`src/rtl/cam_ctrl_pkg.sv`:
```
// Shared encodings for the password-CAM command controller.
// Contents: command opcodes, response status codes and the controller state enum.
// Imported by cam_ctrl and the bench; no logic lives here.
package cam_ctrl_pkg;

  typedef enum logic [1:0] {
    OP_LOOKUP = 2'd0,
    OP_INSERT = 2'd1,
    OP_DELETE = 2'd2,
    OP_CLEAR  = 2'd3
  } cam_op_e;

  typedef enum logic [2:0] {
    ST_OK   = 3'd0,
    ST_MISS = 3'd1,
    ST_FULL = 3'd2,
    ST_DUP  = 3'd3,
    ST_BAD  = 3'd4
  } cam_status_e;

  typedef enum logic [2:0] {
    S_INIT,
    S_IDLE,
    S_SEARCH,
    S_WAIT,
    S_WRITE,
    S_SWEEP,
    S_RESP
  } cam_state_e;

endpackage

```
`src/rtl/cam_ctrl_if.sv`:
```
// Command/response bundle between the Pass-Keeper front end and cam_ctrl.
// cmd_*: valid/ready command (op, key, delete address); rsp_*: valid/ready response.
// master = front end (drives commands, sinks responses); slave = cam_ctrl.
interface cam_ctrl_if #(
  parameter int DATA_WIDTH = 128,
  parameter int ADDR_WIDTH = 6
);
  logic                  cmd_valid;
  logic                  cmd_ready;
  logic [1:0]            cmd_op;
  logic [DATA_WIDTH-1:0] cmd_data;
  logic [ADDR_WIDTH-1:0] cmd_addr;
  logic                  rsp_valid;
  logic                  rsp_ready;
  logic [2:0]            rsp_status;
  logic [ADDR_WIDTH-1:0] rsp_addr;

  modport master (
    output cmd_valid, cmd_op, cmd_data, cmd_addr, rsp_ready,
    input  cmd_ready, rsp_valid, rsp_status, rsp_addr
  );

  modport slave (
    input  cmd_valid, cmd_op, cmd_data, cmd_addr, rsp_ready,
    output cmd_ready, rsp_valid, rsp_status, rsp_addr
  );
endinterface

```
`src/rtl/cam_free_finder.sv`:
```
// Lowest-zero finder over the entry-valid bitmap (combinational, 0 cycles).
// Ports: bitmap in; free_idx = lowest clear bit (0 when full), full = no clear bit.
// No handshake; purely combinational.
module cam_free_finder #(
  parameter int ADDR_WIDTH = 6
) (
  input  logic [2**ADDR_WIDTH-1:0] bitmap,
  output logic [ADDR_WIDTH-1:0]    free_idx,
  output logic                     full
);

  // Scan from the top down so the last hit written is the lowest free index.
  always_comb begin
    free_idx = '0;
    full     = 1'b1;
    for (int i = 2**ADDR_WIDTH - 1; i >= 0; i--) begin
      if (!bitmap[i]) begin
        free_idx = ADDR_WIDTH'(i);
        full     = 1'b0;
      end
    end
  end

endmodule

```
`src/rtl/cam_ctrl.sv`:
```
// Command initiator for the password CAM: LOOKUP/INSERT/DELETE/CLEAR with entry allocation.
// Latency from accept: BAD 1, DELETE 2, LOOKUP/DUP/FULL 2+CAM_LATENCY, INSERT 3+CAM_LATENCY, CLEAR 1+2^AW.
// Backpressure: one command in flight; cmd_ready only in IDLE; response held until rsp_ready.
// Ports: clk/rst (async active-low), bus (cmd/rsp, slave side), occupancy, init_done,
//        cam_start/cam_write_enable/cam_din/cam_write_addr to the CAM, cam_match/cam_match_addr from it.
module cam_ctrl
  import cam_ctrl_pkg::*;
#(
  parameter int                    DATA_WIDTH  = 128,
  parameter int                    ADDR_WIDTH  = 6,
  parameter int                    CAM_LATENCY = 2,
  parameter logic [DATA_WIDTH-1:0] TOMBSTONE   = '1
) (
  input  logic                  clk,
  input  logic                  rst,
  cam_ctrl_if.slave             bus,
  output logic [ADDR_WIDTH:0]   occupancy,
  output logic                  init_done,
  output logic                  cam_start,
  output logic                  cam_write_enable,
  output logic [DATA_WIDTH-1:0] cam_din,
  output logic [ADDR_WIDTH-1:0] cam_write_addr,
  input  logic                  cam_match,
  input  logic [ADDR_WIDTH-1:0] cam_match_addr
);

  localparam int                N           = 2**ADDR_WIDTH;
  localparam int                LW          = $clog2(CAM_LATENCY + 1);
  localparam logic [ADDR_WIDTH:0] NUM_ENTRIES = (ADDR_WIDTH+1)'(N);
  localparam logic [ADDR_WIDTH:0] ONE         = (ADDR_WIDTH+1)'(1);

  cam_state_e            state_q, state_d;
  cam_op_e               op_q, op_d;
  logic [ADDR_WIDTH:0]   sweep_cnt_q, sweep_cnt_d;
  logic [LW-1:0]         lat_cnt_q, lat_cnt_d;
  logic [N-1:0]          bitmap_q, bitmap_d;
  logic [ADDR_WIDTH:0]   occ_q, occ_d;
  logic                  init_done_q, init_done_d;
  cam_status_e           rsp_status_q, rsp_status_d;
  logic [ADDR_WIDTH-1:0] rsp_addr_q, rsp_addr_d;
  logic                  start_q, start_d;
  logic                  we_q, we_d;
  logic [DATA_WIDTH-1:0] din_q, din_d;
  logic [ADDR_WIDTH-1:0] waddr_q, waddr_d;

  logic [ADDR_WIDTH-1:0] free_idx;
  logic                  bitmap_full;
  logic                  valid_hit;

  cam_free_finder #(.ADDR_WIDTH(ADDR_WIDTH)) u_free_finder (
    .bitmap   (bitmap_q),
    .free_idx (free_idx),
    .full     (bitmap_full)
  );

  // A CAM match only counts when the entry is allocated; tombstoned or never-written slots are ignored.
  assign valid_hit = cam_match && bitmap_q[cam_match_addr];

  always_ff @(posedge clk or negedge rst) begin
    if (!rst) begin
      state_q      <= S_INIT;
      op_q         <= OP_LOOKUP;
      sweep_cnt_q  <= '0;
      lat_cnt_q    <= '0;
      bitmap_q     <= '0;
      occ_q        <= '0;
      init_done_q  <= 1'b0;
      rsp_status_q <= ST_OK;
      rsp_addr_q   <= '0;
      start_q      <= 1'b0;
      we_q         <= 1'b0;
      din_q        <= '0;
      waddr_q      <= '0;
    end else begin
      state_q      <= state_d;
      op_q         <= op_d;
      sweep_cnt_q  <= sweep_cnt_d;
      lat_cnt_q    <= lat_cnt_d;
      bitmap_q     <= bitmap_d;
      occ_q        <= occ_d;
      init_done_q  <= init_done_d;
      rsp_status_q <= rsp_status_d;
      rsp_addr_q   <= rsp_addr_d;
      start_q      <= start_d;
      we_q         <= we_d;
      din_q        <= din_d;
      waddr_q      <= waddr_d;
    end
  end

  // CAM strobes are registered: the value computed here is what the CAM sees next cycle.
  always_comb begin
    state_d      = state_q;
    op_d         = op_q;
    sweep_cnt_d  = sweep_cnt_q;
    lat_cnt_d    = lat_cnt_q;
    bitmap_d     = bitmap_q;
    occ_d        = occ_q;
    init_done_d  = init_done_q;
    rsp_status_d = rsp_status_q;
    rsp_addr_d   = rsp_addr_q;
    start_d      = 1'b0;
    we_d         = 1'b0;
    din_d        = din_q;
    waddr_d      = waddr_q;

    unique case (state_q)
      // sweep_cnt is the next address to tombstone; reaching N means the last write is on the bus now.
      S_INIT, S_SWEEP: begin
        if (sweep_cnt_q == NUM_ENTRIES) begin
          sweep_cnt_d = '0;
          if (state_q == S_INIT) begin
            init_done_d = 1'b1;
            state_d     = S_IDLE;
          end else begin
            bitmap_d     = '0;
            occ_d        = '0;
            rsp_status_d = ST_OK;
            rsp_addr_d   = '0;
            state_d      = S_RESP;
          end
        end else begin
          we_d        = 1'b1;
          waddr_d     = sweep_cnt_q[ADDR_WIDTH-1:0];
          din_d       = TOMBSTONE;
          sweep_cnt_d = sweep_cnt_q + ONE;
        end
      end

      S_IDLE: begin
        if (bus.cmd_valid) begin
          op_d = cam_op_e'(bus.cmd_op);
          unique case (cam_op_e'(bus.cmd_op))
            OP_LOOKUP, OP_INSERT: begin
              if (bus.cmd_data == TOMBSTONE) begin
                rsp_status_d = ST_BAD;
                rsp_addr_d   = '0;
                state_d      = S_RESP;
              end else begin
                start_d = 1'b1;
                din_d   = bus.cmd_data;
                state_d = S_SEARCH;
              end
            end
            OP_DELETE: begin
              // Both outcomes pass through WRITE so DELETE latency is fixed; only a hit pulses the write.
              rsp_addr_d = '0;
              if (bitmap_q[bus.cmd_addr]) begin
                we_d                   = 1'b1;
                waddr_d                = bus.cmd_addr;
                din_d                  = TOMBSTONE;
                bitmap_d[bus.cmd_addr] = 1'b0;
                occ_d                  = occ_q - ONE;
                rsp_status_d           = ST_OK;
              end else begin
                rsp_status_d = ST_MISS;
              end
              state_d = S_WRITE;
            end
            OP_CLEAR: begin
              // Address 0 goes out with the accept so the sweep finishes at accept+2^AW.
              we_d        = 1'b1;
              waddr_d     = '0;
              din_d       = TOMBSTONE;
              sweep_cnt_d = ONE;
              state_d     = S_SWEEP;
            end
            default: state_d = S_IDLE;
          endcase
        end
      end

      S_SEARCH: begin
        lat_cnt_d = LW'(1);
        state_d   = S_WAIT;
      end

      S_WAIT: begin
        if (lat_cnt_q == LW'(CAM_LATENCY)) begin
          if (op_q == OP_LOOKUP) begin
            rsp_status_d = valid_hit ? ST_OK : ST_MISS;
            rsp_addr_d   = valid_hit ? cam_match_addr : '0;
            state_d      = S_RESP;
          end else if (valid_hit) begin
            rsp_status_d = ST_DUP;
            rsp_addr_d   = cam_match_addr;
            state_d      = S_RESP;
          end else if (bitmap_full) begin
            rsp_status_d = ST_FULL;
            rsp_addr_d   = '0;
            state_d      = S_RESP;
          end else begin
            // cam_din still holds the key from the search cycle.
            we_d               = 1'b1;
            waddr_d            = free_idx;
            bitmap_d[free_idx] = 1'b1;
            occ_d              = occ_q + ONE;
            rsp_status_d       = ST_OK;
            rsp_addr_d         = free_idx;
            state_d            = S_WRITE;
          end
        end else begin
          lat_cnt_d = lat_cnt_q + LW'(1);
        end
      end

      S_WRITE: state_d = S_RESP;

      S_RESP: begin
        if (bus.rsp_ready) state_d = S_IDLE;
      end

      default: state_d = S_INIT;
    endcase
  end

  assign bus.cmd_ready    = (state_q == S_IDLE);
  assign bus.rsp_valid    = (state_q == S_RESP);
  assign bus.rsp_status   = rsp_status_q;
  assign bus.rsp_addr     = rsp_addr_q;
  assign occupancy        = occ_q;
  assign init_done        = init_done_q;
  assign cam_start        = start_q;
  assign cam_write_enable = we_q;
  assign cam_din          = din_q;
  assign cam_write_addr   = waddr_q;

endmodule

```
`src/flat_wrapper.sv`:
```
// flat-port wrapper written by rule: the top's interface ports become plain ports
module cam_ctrl_flat import cam_ctrl_pkg::*;
#(
  parameter int                    DATA_WIDTH  = 128,
  parameter int                    ADDR_WIDTH  = 6,
  parameter int                    CAM_LATENCY = 2,
  parameter logic [DATA_WIDTH-1:0] TOMBSTONE   = '1
)
  (clk, rst, occupancy, init_done, cam_start, cam_write_enable, cam_din, cam_write_addr, cam_match, cam_match_addr, bus_cmd_valid, bus_cmd_op, bus_cmd_data, bus_cmd_addr, bus_rsp_ready, bus_cmd_ready, bus_rsp_valid, bus_rsp_status, bus_rsp_addr);
  cam_ctrl_if #(.DATA_WIDTH(DATA_WIDTH), .ADDR_WIDTH(ADDR_WIDTH)) bus_i ();
  input  logic clk;
  input  logic rst;
  output logic [ADDR_WIDTH:0] occupancy;
  output logic init_done;
  output logic cam_start;
  output logic cam_write_enable;
  output logic [DATA_WIDTH-1:0] cam_din;
  output logic [ADDR_WIDTH-1:0] cam_write_addr;
  input  logic cam_match;
  input  logic [ADDR_WIDTH-1:0] cam_match_addr;
  input wire logic [$bits(bus_i.cmd_valid)-1:0] bus_cmd_valid;
  input wire logic [$bits(bus_i.cmd_op)-1:0] bus_cmd_op;
  input wire logic [$bits(bus_i.cmd_data)-1:0] bus_cmd_data;
  input wire logic [$bits(bus_i.cmd_addr)-1:0] bus_cmd_addr;
  input wire logic [$bits(bus_i.rsp_ready)-1:0] bus_rsp_ready;
  output wire logic [$bits(bus_i.cmd_ready)-1:0] bus_cmd_ready;
  output wire logic [$bits(bus_i.rsp_valid)-1:0] bus_rsp_valid;
  output wire logic [$bits(bus_i.rsp_status)-1:0] bus_rsp_status;
  output wire logic [$bits(bus_i.rsp_addr)-1:0] bus_rsp_addr;
  assign bus_i.cmd_valid = bus_cmd_valid;
  assign bus_i.cmd_op = bus_cmd_op;
  assign bus_i.cmd_data = bus_cmd_data;
  assign bus_i.cmd_addr = bus_cmd_addr;
  assign bus_i.rsp_ready = bus_rsp_ready;
  assign bus_cmd_ready = bus_i.cmd_ready;
  assign bus_rsp_valid = bus_i.rsp_valid;
  assign bus_rsp_status = bus_i.rsp_status;
  assign bus_rsp_addr = bus_i.rsp_addr;
  cam_ctrl #(.DATA_WIDTH(DATA_WIDTH), .ADDR_WIDTH(ADDR_WIDTH), .CAM_LATENCY(CAM_LATENCY), .TOMBSTONE(TOMBSTONE)) u_core (.clk(clk), .rst(rst), .bus(bus_i), .occupancy(occupancy), .init_done(init_done), .cam_start(cam_start), .cam_write_enable(cam_write_enable), .cam_din(cam_din), .cam_write_addr(cam_write_addr), .cam_match(cam_match), .cam_match_addr(cam_match_addr));
endmodule
```
`config.mk`:
```
export PLATFORM = sky130hd
export DESIGN_NAME = cam_ctrl_flat
export DESIGN_NICKNAME = d
export VERILOG_FILES = /design/src/rtl/cam_ctrl_pkg.sv /design/src/rtl/cam_ctrl_if.sv /design/src/rtl/cam_free_finder.sv /design/src/rtl/cam_ctrl.sv /design/src/flat_wrapper.sv
export SDC_FILE = /design/constraint.sdc
export NUM_CORES = 1
export LEC_CHECK = 0
export ABC_AREA = 0
export BUFFER_PORTS_ARGS = -buffer_cell sky130_fd_sc_hd__buf_2
export CAP_MARGIN = 20
export CORE_MARGIN = 2
export CORE_UTILIZATION = 45
export CTS_CLUSTER_SIZE = 25
export DETAILED_ROUTE_END_ITERATION = 10
export PLACE_DENSITY_LB_ADDON = 0.08
export SLEW_MARGIN = 20
export SYNTH_ARGS = -nofsm -noshare
export SYNTH_HDL_FRONTEND = slang
export SYNTH_SLANG_ARGS = --single-unit
```
`constraint.sdc`:
```
create_clock -name clk -period 5.58 [get_ports clk]
set_input_delay 0.558 -clock clk [delete_from_list [all_inputs] [get_ports clk]]
set_output_delay 0.558 -clock clk [all_outputs]
set_load 0.01 [all_outputs]
```
==> run summary, run 1 <==
Setup TNS: 0 ps
Top cells by count, synth: dfrtp_1 (231), o22a_1 (128), a21oi_1 (108)
Clock Skew: 29.82 ps
Die width: 173.9 um
# rows: 62
Post-synth EDFFs: 0
Main flop type after synthesis: dfrtp_1
Max_slew headroom: 18.92%
GR peak layer: met2
Grt total ovfl: 0
Post-route DRC: 0
P_leak: 0.005919 uW
1st-pass router iterations: 5
First-pass GRT wire length: 72530 um
Post-CTS Hold Fix Bufs: 0
Worst-path clk slew: 60 ps
Peak supply drop: 0.0003769 V
End of the worst register-to-register path: u_core.bitmap_q[9]
Outcome: completed
Clk_lat worst skew: 560 ps
CP Class: flip-flop to flip-flop
Placed Cells incl. Taps: 1930
Number of buffers created by CTS: 25
# clock sinks: 231
Synth unique cells: 89
Post-synth top area share: 44.50%
Max clock buf depth: 3
Main area contributors after synthesis: dfrtp_1 (45%), o22a_1 (8.6%), a21oi_1 (4.2%), o21ai_0 (4.0%), nand4_1 (3.3%)
Vias in the first global route: 12010
Hold Crit Class: primary input to asynchronous set/reset pin
Fin cells: 1973
CTS Root Cell: clkbuf_16
Initial antenna violation count: 1
Syn avg cell area: 9.796 um^2
RSZ-0062 raised after global routing: false
Die Ht: 173.9 um
Max-cap violations: 0
Number of DRC markers in iteration 0: 1410
GR Layer Usage met1: 41.66%
Vias: 12530
Synthesized Nets: 1482
#FFs+latches synth: 231
Setup crit start kind: flip-flop
R2R setup slack: 1800 ps
PortBufs: 301
Post-synthesis sequential area ratio: 44.50%
Post-synth ARST share: 100.0%
Synth area leader: dfrtp_1
Wire per inst: 24.09 um
Post-CTS setup buffer count: 0
Largest net degree at the start of global routing: 142
Worst Path Required: 6020 ps
Die area: 30240 um^2
Core footprint: 28550 um^2
GPL Wtd Cong: 0.9539
R2R depth: 8
H-tree level count: 1
Synth warn: 0
M2 GR Usage: 47.01%
Fmax: 264.5 MHz
Worst slew pin tran: 1210 ps
WP data arrival: 4220 ps
Boundary pin count: 302
Syn-to-layout area delta: 18.07%
Final setup violation count: 0
Synthesized area: 12990 um^2
GRT Total Usage: 30.62%
Post-route minimum period: 3781 ps
Nets: 1729
Vias per std cell: 6.349
Slew Limit Fails: 0
Top-count cell post-synth: dfrtp_1
Post-Synthesis Cells: 1326
HPWL Detailed: 33560 um
Final WL: 47540 um
Final number of hold-violating endpoints: 0
Fill count: 2731
Critical path peak fanout: 10
Antenna-violating nets left: 0
CTS tree: built
Proportion of layout cells with a drive suffix above 1: 26.45%
Post-CTS sizing: 0
Worst flop-to-flop path startpoint: u_core.bitmap_q[62]
Initial Utilization: 45.50%
Met3 Usage GRT: 7.196%
CP Capture Type: flip-flop
Tcrit/Tclk final: 67.75%
Power Dens Cells: 433.5 nW/um^2
==> cell families (layout without fill, tap and decap cells) <==
| group | after synthesis | after routing | share of synthesized area, % |
|---|---|---|---|
| buffers and inverters | 144 | 406 | 5.885 |
| adders and majority gates | 9 | 9 | 0.9247 |
| other | 0 | 1 | 0 |
| muxes | 59 | 59 | 5.741 |
| AOI/OAI and AO/OA | 494 | 494 | 26.40 |
| xor gates and xnor gates | 2 | 2 | 0.1349 |
| and+or+nand+nor | 387 | 387 | 16.41 |
| DFF | 231 | 231 | 44.50 |
==> cell type report <==
cell class	instances	area, um^2	share of cell area (%)
antenna	1	2.502	0.01632
tap	384	480.5	3.133
clock buffer	37	740.7	4.829
inverter	47	176.4	1.150
clock inverter	5	42.54	0.2774
timing repair buffer	317	1662	10.83
multi-input combinational	951	6452	42.07
sequential	231	5781	37.69
==> through the flow <==
| step | utilization [%] | area, um^2 | total power, uW | setup slack (ps) | hold WS [ps] |
|---|---|---|---|---|---|
| after floorplan | - | 12990 | 4151 | 2863 | 262.4 |
| after global placement | 50.97 | 14550 | 5012 | 1694 | 448.7 |
| after detailed placement | 50.97 | 14550 | 5024 | 1652 | 444.5 |
| after CTS | 53.72 | 15330 | 6663 | 1978 | 54.48 |
| after global routing | 53.73 | 15340 | 7024 | 1678 | 65.73 |
| final | 53.73 | 15340 | 6649 | 1799 | 1.364 |
==> metal layers <==
metal,wire [um],share of wire [%],vias up
li1,-,-,5560
met1,19240,40,6140
met2,21280,45,686
met3,4772,10,141
met4,2245,4.7,0
met5,0,0,-
==> critical path: stages, from the launching register on <==
cell       delay, ps
dfrtp_1          530
nand2_1           90
a311oi_1         380
o41ai_1          210
a2111oi_0        490
or2_1            610
and3_1           370
nand3_1          480
o31ai_1          480
==> registers in the layout, summed over array words and instances (netlist names), 3 cells and up <==
register and flops:
u_core.bitmap_q 64, u_core.bus.rsp_addr 6, u_core.bus.rsp_status 3, u_core.cam_din 128, u_core.cam_write_addr 6, u_core.occupancy 7, u_core.state_q 3, u_core.sweep_cnt_q 7
==> worst max-delay path by stage <==
| stage | start | to | slack (ps) |
|---|---|---|---|
| final | u_core.bitmap_q[62] | u_core.bitmap_q[9] | 1800 |
| after global routing | u_core.state_q[2] | u_core.cam_din[36] | 1680 |
| after CTS | u_core.bitmap_q[62] | u_core.bitmap_q[9] | 1980 |
| after detailed placement | bus_cmd_addr[0] | u_core.bitmap_q[55] | 1650 |
| after global placement | bus_cmd_addr[0] | u_core.bitmap_q[63] | 1690 |
| after floorplan | bus_cmd_addr[0] | u_core.cam_din[0] | 2860 |
==> cell usage in the layout (no fill, tap or decap), types with 9 or more instances in the layout <==
cell type  Yosys  final
mux2i_1       28     28
mux2_2        18     18
nand3_1       40     40
nand2b_1      13     13
inv_1         45     45
a21oi_1      108    108
o22a_1       128    128
a22oi_1       14     14
a21o_1        10     10
buf_2         18    300
o31ai_1       11     11
a31oi_1       28     28
nor2b_1       19     19
buf_4         12     14
dfrtp_1      231    231
clkbuf_16      0     25
mux4_2        10     10
and3_1        12     12
nand4_1       68     68
nor4_1        14     14
nor2_1        82     82
a211oi_2       9      9
o21ai_0      105    105
nor3_1        17     17
nand2_1       75     74
==> report_power, final <==
group          switching, uW  internal, uW  total [uW]
registers                364          2090        2460
clock network            702           916        1620
logic                   1590           980        2570
total                   2660          3990        6650
No activity file was read; power rests on OpenSTA's default activity.
==> run 2, diff against run 1 <==
==> constraint.sdc (replaced) <==
create_clock -name clk -period 3.8 [get_ports clk]
set_input_delay 0.38 -clock clk [delete_from_list [all_inputs] [get_ports clk]]
set_output_delay 0.38 -clock clk [all_outputs]
set_load 0.01 [all_outputs]
==> run 2 against run 1 <==
- cell area increased by 3.4%
- first-iteration DRC count rose by 5.0%
- register-to-register slack worse by 1400 ps
- global-route usage increased by 1.2 points
- non-clock buffer count increased by 44
- cell count is 2.5% higher
- maximum frequency increased by 10%
- critical path type unchanged
==> run summary, run 2 (synthesized netlist as in run 1, its figures left out) <==
WP data arrival: 3880 ps
HPWL Detailed: 35850 um
Hold_sp: bus_cmd_data[28]
Tcrit/Tclk final: 90.33%
RSZ-0062 raised after global routing: false
Vias: 12720
1st-pass router iterations: 6
CP Class: flip-flop to flip-flop
Vias in the first global route: 12160
Setup TNS: 0 ps
Buf+Inv Stages, Crit Path: 2
First-pass GRT wire length: 74950 um
Fmax: 291.3 MHz
Critical path peak fanout: 11
CP delay by family, top: simple AND/OR/NAND/NOR gates
P_leak: 0.006225 uW
# rows: 62
Clk_lat worst skew: 560 ps
Worst slew pin tran: 764.5 ps
Initial Utilization: 45.50%
Util after Layout: 55.54%
Worst Path Required: 4240 ps
Core footprint: 28550 um^2
Switching Power: 4020 uW
Post-route DRC: 0
Boundary pin count: 302
Switching Fraction: 39.18%
Area of the multi-input gates: 6452 um^2
Power Dens Cells: 647.2 nW/um^2
Clock Skew: 28.10 ps
# clock sinks: 231
Clock power share: 26.0%
Proportion of layout cells with a drive suffix above 1: 28.63%
Vias per std cell: 6.291
GRT Total Usage: 31.81%
Worst flop-to-flop path startpoint: u_core.state_q[0]
Crit path launch: u_core.state_q[0]
Hold Crit Class: primary input to flip-flop
Max clock buf depth: 3
Max_slew headroom: 48.64%
Number of DRC markers in iteration 0: 1481
Die width: 173.9 um
Peak supply drop: 0.0004458 V
Final WL: 49170 um
CP Capture Type: flip-flop
Final setup violation count: 0
Most frequent cells in the layout: buf_2 (300), dfrtp_1 (231), o22a_1 (128)
Max-cap violations: 0
Largest net degree at the start of global routing: 82
Die area: 30240 um^2
Total power draw: 10260 uW
Post-CTS sizing: 0
Nets: 1774
GPL Wtd Cong: 0.9737
Worst path slowest cell: dfrtp_1
Most common cell after layout, fill and taps aside: buf_2
Syn-to-layout area delta: 22.05%
Sequential power share: 34.8%
Wire per inst: 24.32 um
CTS Root Cell: clkbuf_16
WHS: 77.21 ps
Internal power: 6240 uW
Outcome: completed
Fill count: 2670
Number of buffers created by CTS: 26
Worst-path clk slew: 60 ps
Die Ht: 173.9 um
Slowest cell delay on critical path: 490 ps
Sequential cell area: 5781 um^2
CTS tree: built
CP Cell Sequence: inv_1 > nor2_1 > nand2_1 > inv_1 > fa_1 > nor2b_1 > o21ai_0 > a21boi_0 > o21ai_0 > nand2b_1 > nand4_1 > mux2i_1 > nand3_1
Final number of hold-violating endpoints: 0
Diodes inserted: 0
Initial antenna violation count: 0
PortBufs: 301
Logic pwr share: 39.3%
Setup crit start kind: flip-flop
Antenna-violating nets left: 0
Post-route minimum period: 3433 ps
Slew Limit Fails: 0
Grt total ovfl: 0
Number of flip-flops in the largest register: 128
H-tree level count: 1
run 2: what timing repair did:
action | CTS | global route
buffers inserted | 0 | 0
endpoints found under the hold margin | 75 | 0
hold buffers | 1 | 0
run 2: worst register-to-register path, stage by stage (launching register included):
cell	delay (ps)
dfrtp_1	490
inv_1	220
nor2_1	120
nand2_1	390
inv_1	290
fa_1	460
nor2b_1	170
o21ai_0	130
a21boi_0	300
o21ai_0	120
nand2b_1	190
nand4_1	150
mux2i_1	200
nand3_1	80
run 2: final timing paths:
path                                       end  slack (ps)  cells past startpoint
max in group asynchronous   u_core.cam_din[75]        2380                      3
max reg2reg                u_core.occupancy[6]         370                     13
min                         u_core.cam_din[28]          80                      2
max                        u_core.occupancy[6]         370                     13
min reg2reg                   u_core.init_done         460                      2
min in group asynchronous   u_core.cam_din[22]         440                      2
run 2: metrics by stage:
step | setup WS, ps | cells | cell area (um^2)
after global routing | 60.02 | 2022 | 15850
after floorplan | 1245 | 1326 | 12990
final | 367.5 | 2022 | 15850
after CTS | 381.6 | 2022 | 15850
after detailed placement | 417.3 | 1973 | 14940
after global placement | 525.1 | 1973 | 14940
run 2: cell type report:
cell class	count	share of cell area [%]
inverters	47	1.113
flip-flops and latches	231	36.46
clock inverters	11	0.9786
repair buffers	361	12.97
clock buffers	37	4.743
multi-input cells	951	40.70
well taps	384	3.031
run 2: power by group through the flow:
stage | registers, uW | clock network (uW) | logic (uW)
CTS | 3550 | 2700 | 4020
finish | 3570 | 2660 | 4030
global route | 3640 | 2820 | 4370
floorplan | 3710 | 0 | 2390
detailed placement | 3580 | 0 | 4010
global placement | 3580 | 0 | 3980
run 2: metal layers:
layer / vias up / wire (um) / GRT usage [%]
met4: 0 / 1844 / 11.62
met2: 725 / 22620 / 49.58
li1: 5654 / - / -
met5: - / 0 / 0
met3: 108 / 4787 / 6.934
met1: 6233 / 19920 / 43.80
==> run 3, diff against run 2 <==
==> constraint.sdc (replaced) <==
create_clock -name clk -period 3.8 [get_ports clk]
set_input_delay 0.19 -clock clk [delete_from_list [all_inputs] [get_ports clk]]
set_output_delay 0.19 -clock clk [all_outputs]
set_load 0.01 [all_outputs]
==> run 3 against run 2 <==
- clock power up 4%
- maximum frequency up 5.8%
- clock skew up 9.4 ps
- via count up 4.0%
- critical path type unchanged
- routed wire length up 0.64%
- combinational power down 1%
==> run summary, run 3 (synthesized netlist as in run 1, its figures left out) <==
M2 GR Usage: 50.76%
Power Dens Cells: 603.5 nW/um^2
Switching Power: 3969 uW
H-tree level count: 1
Setup TNS: 0 ps
Hold path cells: 4
Vias in the first global route: 13000
First-pass GRT wire length: 76910 um
Grt total ovfl: 0
Util after Layout: 59.80%
PortBufs: 301
# clock sinks: 231
Fmax: 308.1 MHz
Final WL: 49480 um
Tcrit/Tclk final: 85.40%
Number of buffers created by CTS: 26
P_leak: 0.006714 uW
GPL Wtd Cong: 0.9945
CP Capture Type: flip-flop
Slew Limit Fails: 0
GR peak layer: met2
Post-CTS sizing: 0
Sequential cell area: 5781 um^2
Final number of hold-violating endpoints: 0
CTS Root Cell: clkbuf_16
Number of flip-flops in the largest register: 128
Outcome: completed
Die Ht: 173.9 um
Syn-to-layout area delta: 31.43%
Wire per inst: 23.11 um
Peak supply drop: 0.0004535 V
Clock Skew: 37.48 ps
Critical path peak fanout: 19
Max_slew headroom: 34.12%
# rows: 62
Number of DRC markers in iteration 0: 1423
WP data arrival: 3690 ps
Internal power: 6334 uW
Switching Fraction: 38.53%
Worst slew pin tran: 988.2 ps
GR Layer Usage met1: 42.71%
Die area: 30240 um^2
Clk_lat worst skew: 560 ps
Sequential power share: 34.5%
Fill count: 2467
HPWL Detailed: 34300 um
Die width: 173.9 um
Max-cap violations: 0
Vias per std cell: 6.177
Worst Path Required: 4240 ps
Post-route DRC: 0
Worst-path clk slew: 60 ps
Nets: 1893
RSZ-0062 raised after global routing: false
R2R depth: 9
Met3 Usage GRT: 6.540%
CTS tree: built
Logic pwr share: 38.7%
Boundary pin count: 302
Proportion of layout cells with a drive suffix above 1: 26.24%
Max clock buf depth: 3
Most frequent cells in the layout: buf_2 (300), dfrtp_1 (231), dlygate4sd3_1 (132)
Hold Crit Class: primary input to flip-flop
Clock power share: 26.8%
Core footprint: 28550 um^2
GRT Total Usage: 32.13%
Setup crit start kind: flip-flop
Antenna-violating nets left: 0
Initial Utilization: 45.50%
Area of the multi-input gates: 6452 um^2
Largest net degree at the start of global routing: 124
Initial antenna violation count: 0
CP Class: flip-flop to flip-flop
Final setup violation count: 0
Diodes inserted: 0
Vias: 13220
Post-route minimum period: 3245 ps
Most common cell after layout, fill and taps aside: buf_2
1st-pass router iterations: 5
-- run 3: cell types whose count changed in the layout (fill, tap and decap cells not counted), sizes merged --
cell | before | now
buf | 360 | 348
bufinv | 3 | 5
clkbuf | 37 | 30
clkinv | 9 | 10
clkinvlp | 0 | 2
dlygate4sd3 | 1 | 132
inv | 46 | 48
-- run 3: final cells by class --
type / instances / share of cell area (%)
inverters: 47 / 1.033
repair buffers: 480 / 18.98
well taps: 384 / 2.814
multi-input cells: 951 / 37.79
clock buffers: 30 / 4.075
flip-flops and latches: 231 / 33.86
clock inverters: 18 / 1.444
-- run 3: critical path, stage by stage, from the launching register on --
cell and delay [ps]:
dfrtp_1 530, inv_1 180, nor2_1 260, nand2_1 350, inv_1 320, nand2_1 270, nor4_4 500, buf_4 350
nand4_1 150, a21oi_1 210
-- run 3: power groups by stage --
stage               Combinational (uW)  Clock [uW]  Sequential, uW
finish                            3990        2760            3560
global placement                  3810           0            3560
CTS                               3960        2810            3530
detailed placement                3850           0            3570
floorplan                         2390           0            3710
global route                      4350        2900            3630
-- run 3: path summary, 6_finish.rpt --
check	start	to	slack [ps]
max in group asynchronous	rst	u_core.op_q[1]	2420
min in group asynchronous	rst	u_core.cam_start	340
worst min-delay path	bus_cmd_op[1]	u_core.state_q[1]	80
worst min register to register	u_core.init_done	u_core.init_done	460
worst max register to register	u_core.state_q[0]	u_core.bitmap_q[31]	550
worst max-delay path	u_core.state_q[0]	u_core.bitmap_q[31]	550
-- run 3: routing by layer --
| metal | part of all wire (%) | vias up |
|---|---|---|
| met5 | 0 | - |
| met4 | 4.9 | 0 |
| met3 | 9.0 | 153 |
| met2 | 46 | 740 |
| met1 | 40 | 6424 |
| li1 | - | 5907 |
-- run 3: metrics by stage --
| stage | total power, uW | instances | setup WS, ps | area, um^2 | hold WS (ps) |
|---|---|---|---|---|---|
| floorplan | 6096 | 1326 | 1245 | 12990 | -105.6 |
| global placement | 7376 | 1961 | 442.6 | 14810 | 358.9 |
| detailed placement | 7413 | 1961 | 470.5 | 14810 | 360.1 |
| CTS | 10310 | 2141 | 581.1 | 17070 | 61.79 |
| global route | 10880 | 2141 | 246.0 | 17070 | 104.1 |
| finish | 10300 | 2141 | 554.8 | 17070 | 81.45 |
-- run 3: timing repair --
action	in CTS	in global routing
hold buffers	132	0
endpoints found under the hold margin	250	0
setup buffers	0	0
